**config.mk**
```make
export PLATFORM = sky130hd
export DESIGN_NAME = div_result_bcd_flat
export DESIGN_NICKNAME = d
export VERILOG_FILES = /design/src/rtl/ula_pkg.sv /design/src/rtl/div_result_bcd_if.sv /design/src/rtl/bcd_dd_step.sv /design/src/rtl/div_result_bcd.sv /design/src/flat_wrapper.sv
export SDC_FILE = /design/constraint.sdc
export NUM_CORES = 1
export LEC_CHECK = 0
export ABC_AREA = 1
export BUFFER_PORTS_ARGS = -buffer_cell sky130_fd_sc_hd__buf_2
export CELL_PAD_IN_SITES_DETAIL_PLACEMENT = 0
export CELL_PAD_IN_SITES_GLOBAL_PLACEMENT = 1
export CORE_MARGIN = 2
export CORE_UTILIZATION = 37
export CTS_CLUSTER_DIAMETER = 30
export DETAILED_ROUTE_END_ITERATION = 12
export GPL_TIMING_DRIVEN = 0
export PLACE_DENSITY_LB_ADDON = 0.1
export SLEW_MARGIN = 0
export SYNTH_ARGS = -nofsm -noshare
export SYNTH_HDL_FRONTEND = slang
export SYNTH_SLANG_ARGS = --single-unit
```
**constraint.sdc**
```tcl
create_clock -name clk -period 1.5 [get_ports clk]
set_input_delay 0.15 -clock clk [delete_from_list [all_inputs] [get_ports clk]]
set_output_delay 0.15 -clock clk [all_outputs]
set_load 0.01 [all_outputs]
```
**src/rtl/ula_pkg.sv**
```systemverilog
// Shared types and constants for the divider result path.
// Holds the FSM state encoding and the double-dabble digit correction.
package ula_pkg;

  typedef enum logic [1:0] {
    IDLE  = 2'd0,
    SHIFT = 2'd1,
    DONE  = 2'd2
  } state_t;

  localparam int BCD_DIGITS  = 3;
  localparam int BCD_W       = 12;
  localparam int CONV_CYCLES = 8;

  // A digit is at most 9 here, so the +3 correction stays within 4 bits.
  function automatic logic [3:0] dd_correct(input logic [3:0] digit);
    dd_correct = (digit >= 4'd5) ? (digit + 4'd3) : digit;
  endfunction

endpackage

```
**src/rtl/div_result_bcd_if.sv**
```systemverilog
// Bus between the ALU control side and the BCD result converter.
// The master drives the divider results and start; the slave returns BCD results.
interface div_result_bcd_if #(parameter int WIDTH = 8);
  import ula_pkg::*;

  logic             start;
  logic [WIDTH-1:0] Quotient;
  logic [WIDTH-1:0] Remainder;
  logic             Error;
  logic             Fractional;
  logic             busy;
  logic             done;
  logic [BCD_W-1:0] q_bcd;
  logic [BCD_W-1:0] r_bcd;
  logic             err_flag;
  logic             frac_flag;

  modport master (
    output start, Quotient, Remainder, Error, Fractional,
    input  busy, done, q_bcd, r_bcd, err_flag, frac_flag
  );

  modport slave (
    input  start, Quotient, Remainder, Error, Fractional,
    output busy, done, q_bcd, r_bcd, err_flag, frac_flag
  );

endinterface

```
**src/rtl/bcd_dd_step.sv**
```systemverilog
// One double-dabble iteration: correct every digit >=5 by +3, then shift in one bit.
module bcd_dd_step
  import ula_pkg::*;
(
  input  logic [BCD_W-1:0] i_bcd,
  input  logic             i_bit,
  output logic [BCD_W-1:0] o_bcd
);

  logic [BCD_W-1:0] w_adj;

  // Per-digit add-3 correction ahead of the shift.
  always_comb begin
    w_adj = i_bcd;
    for (int d = 0; d < BCD_DIGITS; d++) begin
      w_adj[4*d +: 4] = dd_correct(i_bcd[4*d +: 4]);
    end
  end

  assign o_bcd = (w_adj << 1) | {{(BCD_W-1){1'b0}}, i_bit};

endmodule

```
**src/rtl/div_result_bcd.sv**
```systemverilog
// Captures divider quotient/remainder on start and converts both to 3-digit BCD,
// one bit per clock. An Error start skips conversion and reports zeros with err_flag.
module div_result_bcd
  import ula_pkg::*;
#(
  parameter int WIDTH = 8
) (
  input  logic            clk,
  input  logic            rst_n,
  div_result_bcd_if.slave bus
);

  state_t           r_state;
  logic [2:0]       r_cnt;
  logic [WIDTH-1:0] r_q_sh;
  logic [WIDTH-1:0] r_r_sh;
  logic [BCD_W-1:0] r_q_acc;
  logic [BCD_W-1:0] r_r_acc;
  logic [BCD_W-1:0] r_q_bcd;
  logic [BCD_W-1:0] r_r_bcd;
  logic             r_frac_lat;
  logic             r_err_lat;
  logic             r_busy;
  logic             r_done;
  logic             r_err;
  logic             r_frac;

  logic [BCD_W-1:0] w_q_next;
  logic [BCD_W-1:0] w_r_next;

  bcd_dd_step u_step_q (
    .i_bcd (r_q_acc),
    .i_bit (r_q_sh[WIDTH-1]),
    .o_bcd (w_q_next)
  );

  bcd_dd_step u_step_r (
    .i_bcd (r_r_acc),
    .i_bit (r_r_sh[WIDTH-1]),
    .o_bcd (w_r_next)
  );

  // Control FSM, operand shifters, accumulators and registered outputs.
  always_ff @(posedge clk) begin
    if (!rst_n) begin
      r_state    <= IDLE;
      r_cnt      <= 3'd0;
      r_q_sh     <= {WIDTH{1'b0}};
      r_r_sh     <= {WIDTH{1'b0}};
      r_q_acc    <= {BCD_W{1'b0}};
      r_r_acc    <= {BCD_W{1'b0}};
      r_q_bcd    <= {BCD_W{1'b0}};
      r_r_bcd    <= {BCD_W{1'b0}};
      r_frac_lat <= 1'b0;
      r_err_lat  <= 1'b0;
      r_busy     <= 1'b0;
      r_done     <= 1'b0;
      r_err      <= 1'b0;
      r_frac     <= 1'b0;
    end else begin
      case (r_state)
        IDLE: begin
          r_done <= 1'b0;
          if (bus.start) begin
            // Error takes one pass through SHIFT so DONE lands one edge after start.
            r_state    <= SHIFT;
            r_busy     <= 1'b1;
            r_cnt      <= 3'd0;
            r_q_sh     <= bus.Quotient;
            r_r_sh     <= bus.Remainder;
            r_q_acc    <= {BCD_W{1'b0}};
            r_r_acc    <= {BCD_W{1'b0}};
            r_frac_lat <= bus.Fractional;
            r_err_lat  <= bus.Error;
          end else begin
            r_busy <= 1'b0;
          end
        end
        SHIFT: begin
          if (r_err_lat) begin
            r_state <= DONE;
            r_done  <= 1'b1;
            r_cnt   <= 3'd0;
            r_q_bcd <= {BCD_W{1'b0}};
            r_r_bcd <= {BCD_W{1'b0}};
            r_err   <= 1'b1;
            r_frac  <= 1'b0;
          end else begin
            r_q_acc <= w_q_next;
            r_r_acc <= w_r_next;
            r_q_sh  <= {r_q_sh[WIDTH-2:0], 1'b0};
            r_r_sh  <= {r_r_sh[WIDTH-2:0], 1'b0};
            r_cnt   <= r_cnt + 3'd1;
            if (r_cnt == 3'(CONV_CYCLES - 1)) begin
              r_state <= DONE;
              r_done  <= 1'b1;
              r_q_bcd <= w_q_next;
              r_r_bcd <= w_r_next;
              r_err   <= 1'b0;
              r_frac  <= r_frac_lat;
            end else begin
              r_state <= SHIFT;
            end
          end
        end
        DONE: begin
          r_state <= IDLE;
          r_busy  <= 1'b0;
          r_done  <= 1'b0;
        end
        default: begin
          r_state <= IDLE;
          r_busy  <= 1'b0;
          r_done  <= 1'b0;
        end
      endcase
    end
  end

  assign bus.busy      = r_busy;
  assign bus.done      = r_done;
  assign bus.q_bcd     = r_q_bcd;
  assign bus.r_bcd     = r_r_bcd;
  assign bus.err_flag  = r_err;
  assign bus.frac_flag = r_frac;

endmodule
```
**src/flat_wrapper.sv**
```systemverilog
// flat-port wrapper written by rule: the top's interface ports become plain ports
module div_result_bcd_flat import ula_pkg::*;
#(
  parameter int WIDTH = 8
)
  (clk, rst_n, bus_start, bus_Quotient, bus_Remainder, bus_Error, bus_Fractional, bus_busy, bus_done, bus_q_bcd, bus_r_bcd, bus_err_flag, bus_frac_flag);
  div_result_bcd_if #(.WIDTH(WIDTH)) bus_i ();
  input  logic clk;
  input  logic rst_n;
  input wire logic [$bits(bus_i.start)-1:0] bus_start;
  input wire logic [$bits(bus_i.Quotient)-1:0] bus_Quotient;
  input wire logic [$bits(bus_i.Remainder)-1:0] bus_Remainder;
  input wire logic [$bits(bus_i.Error)-1:0] bus_Error;
  input wire logic [$bits(bus_i.Fractional)-1:0] bus_Fractional;
  output wire logic [$bits(bus_i.busy)-1:0] bus_busy;
  output wire logic [$bits(bus_i.done)-1:0] bus_done;
  output wire logic [$bits(bus_i.q_bcd)-1:0] bus_q_bcd;
  output wire logic [$bits(bus_i.r_bcd)-1:0] bus_r_bcd;
  output wire logic [$bits(bus_i.err_flag)-1:0] bus_err_flag;
  output wire logic [$bits(bus_i.frac_flag)-1:0] bus_frac_flag;
  assign bus_i.start = bus_start;
  assign bus_i.Quotient = bus_Quotient;
  assign bus_i.Remainder = bus_Remainder;
  assign bus_i.Error = bus_Error;
  assign bus_i.Fractional = bus_Fractional;
  assign bus_busy = bus_i.busy;
  assign bus_done = bus_i.done;
  assign bus_q_bcd = bus_i.q_bcd;
  assign bus_r_bcd = bus_i.r_bcd;
  assign bus_err_flag = bus_i.err_flag;
  assign bus_frac_flag = bus_i.frac_flag;
  div_result_bcd #(.WIDTH(WIDTH)) u_core (.clk(clk), .rst_n(rst_n), .bus(bus_i));
endmodule
```
==> results.sh, run 1 <==
export IMPL_vias=3352
export IMPL_outcome="finished clean"
export IMPL_syn_instance_count=493
export IMPL_grt_pass1_wl_mm=14.6
export IMPL_wl_mm=8.89
export IMPL_worstPathRequired_ns=1.78
export IMPL_fp_dieH_um=101
export IMPL_antenna_found_initial=0
export IMPL_seqPwrFrac_pct=45.7
export IMPL_timing_rr_start="u_core.r_cnt[0]$_SDFFE_PN0P_"
export IMPL_ys_ff_latch=75
export IMPL_synthToLayoutAreaGrowth_pct=26.1
export IMPL_ys_warn_count=0
export IMPL_powerDensity_nw_per_um2=1070
export IMPL_hold_start="bus_Fractional"
export IMPL_clock_fmax_ghz=0.715
export IMPL_hold_viol=0
export IMPL_grt_pass1_vias=3110
export IMPL_worst_hold_slack_ns=0.0181
export IMPL_final_fill_count=986
export IMPL_yosysSeqAreaShare_pct=43.5
export IMPL_crit_arrival_ns=1.67
export IMPL_clk_path_buf_depth=2
export IMPL_drtPass1Iterations=4
export IMPL_gp_congestion=0.777
export IMPL_insertion_delay_ns=0.35
export IMPL_drive_gt1_share_pct=20.7
export IMPL_wire_per_inst_um=13.0
export IMPL_pin_count=49
export IMPL_report_final_slew_viol_count=0
export IMPL_synth_nets=528
export IMPL_grt_max_degree=13
export IMPL_rsz0062_at_grt="yes"
export IMPL_leakage_nw=1.88
export IMPL_p_clk_share_pct=40.9
export IMPL_p_sw_mw=1.20
export IMPL_stdcell_area_um2=4350
export IMPL_std_cell_rows=35
export IMPL_start_kind="flop"
export IMPL_clock_skew_ns=0.0111
export IMPL_max_cap_viol_count=0
export IMPL_cts_tree="built"
export IMPL_worstPathMaxFanout=5
export IMPL_worst_setup_path_type="reg2reg"
export IMPL_drt_iter0_drc=129
export IMPL_fp_dieW_um=101
export IMPL_p_int_mw=3.47
export IMPL_relSlewSlack_pct=61.2
export IMPL_drc=0
export IMPL_end_kind="flop"
export IMPL_ys_types=19
export IMPL_avgSynthCellArea_um2=7.00
export IMPL_cts_root_buf="clkbuf_8"
export IMPL_p_comb_share_pct=13.4
export IMPL_start_util_pct=37.7
export IMPL_post_route_min_period_ns=1.40
export IMPL_setup_viol=0
export IMPL_hp_class="in2reg"
export IMPL_postCtsHoldBufs=0
export IMPL_dieArea_um2=10100
export IMPL_period_share_pct=93.2
export IMPL_cts_reportedPaths_clkPinSlew_ns=0.08
export IMPL_track_usage_pct=18.3
export IMPL_via_per_inst=4.91
export IMPL_clock_sinks=75
export IMPL_post_dp_hpwl_mm=6.26
export IMPL_diodes=0
export IMPL_syn_area_um2=3450
export IMPL_cp_startpoint="u_core.r_cnt[0]$_SDFFE_PN0P_"
export IMPL_postRouteAntennaNets=0
export IMPL_switching_share_pct=25.7
export IMPL_place_port_buffers=48
export IMPL_core_area_um2=9150
export IMPL_htreeDepth=3
export IMPL_placed_area_um2=3830
export IMPL_final_nets=601
export IMPL_timing_worst_slew_pin_value_ns=0.582
export IMPL_grt_overflow=0
export IMPL_cts_buffers=9
export IMPL_vdd_ir_drop_max_mv=0.372
## layout make-up
class	count	area, um^2	share of cell area (%)
clock inverters	4	97.6	2.24
inverters	36	135	3.10
flip-flops and latches	75	1510	34.7
repair buffers	62	388	8.91
clock buffers	12	145	3.33
well taps	111	139	3.19
multi-input cells	362	1800	41.2
plain buffers	20	141	3.25
## power groups by stage
stage                     registers [mW]  logic (mW)  clock network (mW)
after floorplan                     2.16       0.362                   0
after global placement              2.17       0.537                   0
after detailed placement            2.17       0.539                   0
after CTS                           2.13       0.572                1.97
after global routing                2.15       0.708                2.04
final                               2.13       0.626                1.91
## flip-flops by register name, indices dropped and copies added (netlist names)
name,flops
u_core.bus.r_bcd,12
u_core.bus.frac_flag,1
u_core.r_r_sh,8
u_core.bus.q_bcd,12
u_core.bus.done,1
u_core.bus.busy,1
u_core.r_q_sh,8
u_core.r_cnt,3
u_core.bus.err_flag,1
u_core.r_state,2
u_core.r_r_acc,12
u_core.r_frac_lat,1
u_core.r_err_lat,1
u_core.r_q_acc,12
## worst max-delay path, cell delays in order (launching register included)
cell     delay, ns
dfxtp_2       0.37
ha_4          0.15
ha_4          0.13
nor2_4        0.05
nor2_4        0.23
buf_8         0.18
nand3_2       0.10
a21oi_2       0.12
## synth_stat cells
master	instances	area, um^2
a211oi_1	1	7.51
a21oi_1	65	325
buf_2	8	40.0
buf_4	3	22.5
buf_6	1	11.3
clkbuf_1	7	26.3
clkbuf_2	1	5.00
dfxtp_1	75	1500
ha_1	14	175
inv_1	32	120
inv_2	4	15.0
nand2_1	159	597
nand2_2	3	18.8
nand3_1	35	175
nand4_1	12	75.1
nor2_1	44	165
nor2_4	4	45.0
o21ai_0	24	120
o22ai_1	1	6.26
## worst paths after layout
kind / end / slack (ns) / depth (start not counted)
setup / recovery: u_core.bus.r_bcd[6]$_SDFFE_PN0P_ / 0.10 / 7
hold / removal: u_core.r_frac_lat$_SDFFE_PN0P_ / 0.02 / 3
hold reg to reg: u_core.bus.q_bcd[10]$_SDFFE_PN0P_ / 0.46 / 2
setup reg to reg: u_core.bus.r_bcd[6]$_SDFFE_PN0P_ / 0.10 / 7
## stage by stage
step | setup WS (ns) | TNS, ns | total power [mW] | cells | util, %
final | 0.102 | 0 | 4.67 | 682 | 47.6
after detailed placement | -0.227 | -4.23 | 2.71 | 652 | 41.9
after global routing | -0.0237 | -0.0857 | 4.89 | 682 | 47.6
after CTS | 0.00440 | 0 | 4.67 | 674 | 45.4
after floorplan | 0.0742 | 0 | 2.53 | 493 | -
after global placement | -0.228 | -4.47 | 2.71 | 652 | 41.9
## cells in the final DEF, fill, tap and decap left out, drive strengths merged
cell type,instances
nand2,162
dfxtp,75
buf,71
a21oi,65
nor2,48
inv,36
nand3,35
o21ai,24
clkbuf,23
ha,14
nand4,12
bufinv,3
a211oi,1
o22ai,1
clkinvlp,1
## timing repair
action                                  in CTS  in global routing
cloned                                       0                  3
buffers inserted                             6                  5
pin swaps                                    2                  9
endpoints found under the setup margin      42                 67
gates resized for setup                      9                 32
## metal layers
metal	vias to the layer above	wire [um]	track usage (%)	share of wire [%]
met1	1536	4350	23.4	49
met3	10	284	3.19	3.2
met4	0	104	7.27	1.2
met5	-	0	0	0
met2	55	4150	30.5	47
li1	1751	-	-	-
## cell families after synthesis
family,after synthesis,synth area share (%)
fa+ha+maj,14,5.07
compound gates,91,13.3
simple gates,257,31.2
flops,75,43.5
buf+inv,56,6.96
No activity file was read; power rests on OpenSTA's default activity.
==> inputs of run 2 (changes only) <==
--- a/config.mk
+++ b/config.mk
@@ -18,4 +18,5 @@
 export SLEW_MARGIN = 0
 export SYNTH_ARGS = -nofsm -noshare
 export SYNTH_HDL_FRONTEND = slang
+export SYNTH_HIERARCHICAL = 1
 export SYNTH_SLANG_ARGS = --single-unit
==> constraint.sdc (replaced) <==
create_clock -name clk -period 1.2 [get_ports clk]
set_input_delay 0.12 -clock clk [delete_from_list [all_inputs] [get_ports clk]]
set_output_delay 0.12 -clock clk [all_outputs]
set_load 0.01 [all_outputs]
==> run 2 against run 1 <==
  * Hold slack better by 0.013 ns
  * The flow now finishes with violations (negative setup slack)
  * Worst setup slack worse by 0.27 ns
  * Maximum frequency is 2.2% higher
  * Highest routed layer unchanged
  * First-iteration DRC count is 2.3% higher
==> results.sh, run 2 <==
export IMPL_r2r_slack_ns=-0.17
export IMPL_final_nets=674
export IMPL_synth_edf_count=0
export IMPL_ys_types=23
export IMPL_wire_per_inst_um=15.2
export IMPL_post_route_min_period_ns=1.37
export IMPL_diodes=0
export IMPL_std_cell_rows=36
export IMPL_placed_area_um2=4260
export IMPL_r2r_end="u_core/r_r_acc[5]$_SDFFE_PN0P_"
export IMPL_fp_dieH_um=105
export IMPL_max_cap_viol_count=0
export IMPL_drc=0
export IMPL_start_kind="flop"
export IMPL_drt_iter0_drc=132
export IMPL_leakage_nw=2.34
export IMPL_cp_startpoint="u_core/r_r_acc[4]$_SDFFE_PN0P_"
export IMPL_seqPwrFrac_pct=45.1
export IMPL_dpl_worst_slack_ns=-0.300
export IMPL_cts_tree="built"
export IMPL_timing_worst_slew_pin_value_ns=0.828
export IMPL_dieArea_um2=11000
export IMPL_fp_dieW_um=105
export IMPL_period_share_pct=114
export IMPL_gp_congestion=0.783
export IMPL_hp_class="in2reg"
export IMPL_relSlewSlack_pct=44.8
export IMPL_antenna_found_initial=0
export IMPL_finalSetupTns_ns=-4.99
export IMPL_yosysSeqAreaShare_pct=39.8
export IMPL_p_int_mw=4.10
export IMPL_post_route_util_pct=60.5
export IMPL_post_dp_hpwl_mm=7.19
export IMPL_setup_viol=51
export IMPL_layout_common_cells="nand2_1 (59), dfxtp_1 (58), buf_2 (50)"
export IMPL_vias=3943
export IMPL_violations="negative setup slack"
export IMPL_wl_mm=11.8
export IMPL_synth_nets=569
export IMPL_place_port_buffers=47
export IMPL_insertion_delay_ns=0.35
export IMPL_report_final_slew_viol_count=0
export IMPL_stdcell_area_um2=5940
export IMPL_synth_area_top_cells="dfxtp_1 (40%), nand2_1 (12%), a21oi_1 (8.2%)"
export IMPL_rsz0062_at_grt="yes"
export IMPL_place_inst=714
export IMPL_endpoint="u_core/r_r_acc[5]$_SDFFE_PN0P_"
export IMPL_grt_max_degree=13
export IMPL_worst_hold_slack_ns=0.0312
export IMPL_vdd_ir_drop_max_mv=0.793
export IMPL_worst_setup_path_type="reg2reg"
export IMPL_grt_pass1_wl_mm=18.0
export IMPL_ys_warn_count=6
export IMPL_clk_path_buf_depth=2
export IMPL_drive_gt1_share_pct=53.7
export IMPL_powerDensity_nw_per_um2=980
export IMPL_clock_skew_ns=0.0142
export IMPL_core_area_um2=9820
export IMPL_timing_rr_start="u_core/r_r_acc[4]$_SDFFE_PN0P_"
export IMPL_synthToLayoutAreaGrowth_pct=57.5
export IMPL_p_comb_share_pct=21.4
export IMPL_avgSynthCellArea_um2=7.06
export IMPL_cts_root_buf="clkbuf_8"
export IMPL_ys_ff_latch=75
export IMPL_drtPass1Iterations=4
export IMPL_syn_area_um2=3770
export IMPL_cts_buffers=9
export IMPL_reg2regPathDepth=9
export IMPL_total_power_mw=5.82
export IMPL_synth_most_common_cell="nand2_1"
export IMPL_track_usage_pct=20.3
export IMPL_clock_sinks=75
export IMPL_worstPathMaxFanout=4
export IMPL_end_kind="flop"
export IMPL_syn_instance_count=534
export IMPL_postRouteAntennaNets=0
export IMPL_p_clk_share_pct=33.6
export IMPL_start_util_pct=38.4
export IMPL_grt_pass1_vias=3706
export IMPL_worstPathRequired_ns=1.40
export IMPL_htreeDepth=3
export IMPL_cts_reportedPaths_clkPinSlew_ns=0.07
export IMPL_grt_overflow=0
export IMPL_fin_cells=777
export IMPL_synth_top_area_share_pct=39.8
export IMPL_p_sw_mw=1.72
export IMPL_pin_count=49
export IMPL_via_per_inst=5.07
export IMPL_crit_arrival_ns=1.57
export IMPL_outcome="finished with violations"
export IMPL_hold_viol=0
export IMPL_yosys_area_top_type="dfxtp_1"
export IMPL_synthArstFlopShare_pct=0
export IMPL_final_common_cell="nand2_1"
export IMPL_ys_flop_type="dfxtp_1"
export IMPL_switching_share_pct=29.6
export IMPL_setup_ws_ns=-0.167
export IMPL_clock_fmax_ghz=0.731
export IMPL_synthTopCellsByCount="nand2_1 (124), dfxtp_1 (75), a21oi_1 (62), nand3_1 (61), inv_1 (45)"
[run 2: cell count changes after synthesis, sizes merged, moves of 8 or more]
cell / change
buf: +12
o21ai: +8
nand2: -32
nand4: +12
inv: +15
nand3: +27
[run 2: layout make-up]
type / count / area, um^2
well taps: 133 / 166
multi-input cells: 375 / 2760
repair buffers: 94 / 733
inverters: 51 / 244
flip-flops and latches: 75 / 1540
fillers: 931 / 3880
clock buffers: 11 / 141
plain buffers: 33 / 307
clock inverters: 5 / 52.6
[run 2: worst min-delay path by stage]
stage	from	endpoint	slack, ns	cells after the start
detailed placement	bus_Remainder[0]	u_core/r_r_sh[0]$_SDFFE_PN0P_	0.35	3
global route	bus_Fractional	u_core/r_frac_lat$_SDFFE_PN0P_	0.03	3
global placement	bus_Quotient[0]	u_core/r_q_sh[0]$_SDFFE_PN0P_	0.35	3
finish	bus_Fractional	u_core/r_frac_lat$_SDFFE_PN0P_	0.03	3
CTS	bus_Fractional	u_core/r_frac_lat$_SDFFE_PN0P_	0.03	3
floorplan	bus_Quotient[0]	u_core/r_q_sh[0]$_SDFFE_PN0P_	0.26	2
[run 2: power groups by stage]
| stage | Clock, mW | Sequential [mW] | Combinational [mW] |
|---|---|---|---|
| global route | 2.12 | 2.63 | 1.35 |
| CTS | 2.00 | 2.62 | 0.887 |
| detailed placement | 0 | 2.68 | 0.786 |
| global placement | 0 | 2.68 | 0.778 |
| floorplan | 0 | 2.67 | 0.562 |
| finish | 1.95 | 2.62 | 1.24 |
[run 2: logic make-up after synthesis]
family,synth area share (%)
buf+inv,10.4
fa+ha+maj,4.65
compound gates,13.3
flops,39.8
simple gates,31.8
[run 2: repair_timing]
item,4_1_cts,5_1_grt
resized for setup,99,205
buffers inserted,27,10
pin swaps,62,95
hold buffers,2,0
gates cloned,1,8
setup endpoints to repair,70,72
endpoints found under the hold margin,2,0
[run 2: worst max-delay path: stages (launching register included)]
cell and delay, ns:
dfxtp_4 0.37, inv_4 0.06, ha_4 0.13, inv_4 0.04, o21ai_4 0.21, nand2_2 0.11
nand2_2 0.07, nand2_2 0.07, nand4_1 0.11, a21oi_2 0.06
[run 2: layer usage]
layer	vias to the layer above	wire [um]	track usage, %
met5	-	0	0
met4	0	125	6.57
met3	11	443	3.12
met2	66	5820	34.3
met1	1892	5400	26.5
li1	1974	-	-
==> inputs of run 3 (changes only) <==
--- a/config.mk
+++ b/config.mk
@@ -15,6 +15,7 @@
 export DETAILED_ROUTE_END_ITERATION = 12
 export GPL_TIMING_DRIVEN = 0
 export PLACE_DENSITY_LB_ADDON = 0.1
+export SETUP_SLACK_MARGIN = 0.02
 export SLEW_MARGIN = 0
 export SYNTH_ARGS = -nofsm -noshare
 export SYNTH_HDL_FRONTEND = slang
==> run 3 against run 2 <==
  * The flow still finishes with violations (negative setup slack)
  * First-iteration DRC count up 11%
  * Register-to-register slack improved by 0.02 ns
  * Global-route usage down 0.14 points
  * Sequential share of layout area up 1.9 points
  * Cell area decreased by 6.6%
  * Maximum frequency rose by 1.4%
  * Final cell count is 1.3% lower
  * Via count shrank 1.7%
  * Clock skew grew 0.0013 ns
  * Worst setup slack better by 0.019 ns
  * Clock power up 3%
  * Core utilization shrank 4.0 points
  * Critical path type unchanged
  * Critical endpoint is now u_core/r_q_acc[5]$_SDFFE_PN0P_
  * Largest cell class unchanged
==> results.sh, run 3 (synthesized netlist as in run 2, its figures left out) <==
export IMPL_timing_rr_start="u_core/r_q_acc[5]$_SDFFE_PN0P_"
export IMPL_grt_max_degree=13
export IMPL_core_area_um2=9820
export IMPL_drc=0
export IMPL_final_common_cell="nand2_1"
export IMPL_post_route_min_period_ns=1.35
export IMPL_insertion_delay_ns=0.35
export IMPL_final_fill_count=960
export IMPL_hp_class="in2reg"
export IMPL_period_share_pct=112
export IMPL_cp_startpoint="u_core/r_q_acc[5]$_SDFFE_PN0P_"
export IMPL_cts_buffers=9
export IMPL_fp_dieH_um=105
export IMPL_track_usage_pct=20.2
export IMPL_place_inst=714
export IMPL_dieArea_um2=11000
export IMPL_fin_cells=767
export IMPL_hold_start="bus_Fractional"
export IMPL_violations="negative setup slack"
export IMPL_cts_tree="built"
export IMPL_p_comb_share_pct=19.3
export IMPL_setup_ws_ns=-0.149
export IMPL_std_cell_rows=36
export IMPL_synthToLayoutAreaGrowth_pct=47.1
export IMPL_grt_pass1_wl_mm=17.8
export IMPL_p_clk_share_pct=35.0
export IMPL_setup_viol=47
export IMPL_cts_reportedPaths_clkPinSlew_ns=0.08
export IMPL_vias=3874
export IMPL_postRouteAntennaNets=0
export IMPL_drive_gt1_share_pct=45.3
export IMPL_report_final_slew_viol_count=0
export IMPL_vdd_ir_drop_max_mv=0.559
export IMPL_worst_hold_slack_ns=0.0493
export IMPL_drt_iter0_drc=146
export IMPL_drtPass1Iterations=5
export IMPL_timing_worst_slew_pin_value_ns=0.634
export IMPL_fp_dieW_um=105
export IMPL_worstPathRequired_ns=1.41
export IMPL_rsz0062_at_grt="yes"
export IMPL_finalSetupTns_ns=-4.03
export IMPL_leakage_nw=2.20
export IMPL_start_kind="flop"
export IMPL_layout_common_cells="nand2_1 (80), dfxtp_1 (57), buf_2 (48)"
export IMPL_cts_root_buf="clkbuf_8"
export IMPL_end_kind="flop"
export IMPL_clock_fmax_ghz=0.741
export IMPL_pin_count=49
export IMPL_post_dp_hpwl_mm=7.17
export IMPL_p_int_mw=4.11
export IMPL_max_cap_viol_count=0
export IMPL_seqPwrFrac_pct=45.6
export IMPL_relSlewSlack_pct=57.7
export IMPL_p_sw_mw=1.63
export IMPL_clk_path_buf_depth=2
export IMPL_antenna_found_initial=0
export IMPL_outcome="finished with violations"
export IMPL_grt_overflow=0
export IMPL_hold_viol=0
export IMPL_worst_setup_path_type="reg2reg"
export IMPL_crit_arrival_ns=1.56
export IMPL_grt_pass1_vias=3635
export IMPL_powerDensity_nw_per_um2=1030
export IMPL_clock_skew_ns=0.0155
export IMPL_worstPathMaxFanout=4
export IMPL_switching_share_pct=28.4
export IMPL_gp_congestion=0.769
export IMPL_diodes=0
export IMPL_wire_per_inst_um=14.7
export IMPL_place_port_buffers=47
export IMPL_final_nets=664
export IMPL_htreeDepth=3
export IMPL_clock_sinks=75
export IMPL_wl_mm=11.2
export IMPL_start_util_pct=38.4
export IMPL_via_per_inst=5.05
run 3: cell count changes in the layout (fill, tap and decap cells not counted), moves of 6 or more:
cell | before | now
a21oi_1 | 29 | 44
a21oi_2 | 33 | 17
buf_4 | 37 | 28
buf_6 | 9 | 15
nand2_1 | 59 | 80
nand2_4 | 28 | 9
nand3_1 | 38 | 47
nand3_2 | 19 | 12
run 3: power by group through the flow:
stage / Sequential (mW) / Clock [mW] / Combinational, mW
global placement: 2.68 / 0 / 0.779
global route: 2.63 / 2.18 / 1.22
finish: 2.62 / 2.01 / 1.11
floorplan: 2.67 / 0 / 0.564
CTS: 2.62 / 2.06 / 0.907
detailed placement: 2.68 / 0 / 0.788
run 3: final cells by class:
class | count | area (um^2) | share of cell area (%)
well taps | 133 | 166 | 3.00
plain buffers | 33 | 292 | 5.25
inverters | 51 | 244 | 4.40
multi-input cells | 375 | 2490 | 44.8
repair buffers | 84 | 611 | 11.0
clock inverters | 4 | 47.5 | 0.857
clock buffers | 12 | 156 | 2.82
flip-flops and latches | 75 | 1540 | 27.8
run 3: worst max-delay path: stages, from the launching register on:
cell and delay [ns]:
dfxtp_4 0.36, inv_4 0.07, ha_4 0.14, inv_4 0.04
o21ai_4 0.22, nand2_2 0.10, nand2_1 0.07, nand2_2 0.06
nand4_1 0.09, a21oi_1 0.06
run 3: stage by stage:
step | instance area (um^2) | power (mW) | utilization (%) | worst slack (ns)
finish | 5550 | 5.74 | 56.5 | -0.149
global route | 5550 | 6.02 | 56.5 | -0.231
CTS | 5070 | 5.59 | 51.7 | -0.122
detailed placement | 4320 | 3.47 | 44.0 | -0.255
global placement | 4320 | 3.46 | 44.0 | -0.238
floorplan | 3920 | 3.24 | - | 0.00814
run 3: routing by layer:
layer	track usage (%)	share of wire (%)	vias to the layer above
met5	0	0	-
li1	-	-	1957
met2	32.7	49	69
met4	7.33	1.3	0
met1	27.3	46	1835
met3	2.93	3.5	13
run 3: worst paths after layout:
kind | end | slack, ns | cells after the start
min reg2reg | u_core/bus.r_bcd[6]$_SDFFE_PN0P_ | 0.46 | 2
max | u_core/r_q_acc[5]$_SDFFE_PN0P_ | -0.15 | 9
max reg2reg | u_core/r_q_acc[5]$_SDFFE_PN0P_ | -0.15 | 9
min | u_core/r_frac_lat$_SDFFE_PN0P_ | 0.05 | 3
run 3: timing repair:
item                                    4_1_cts  5_1_grt
hold endpoints to repair                      2        0
hold buffers                                  2        0
gates resized for setup                      87      127
setup buffers                                25        6
endpoints found under the setup margin       71       72
pin swaps                                    60       76
cloned                                        2        2
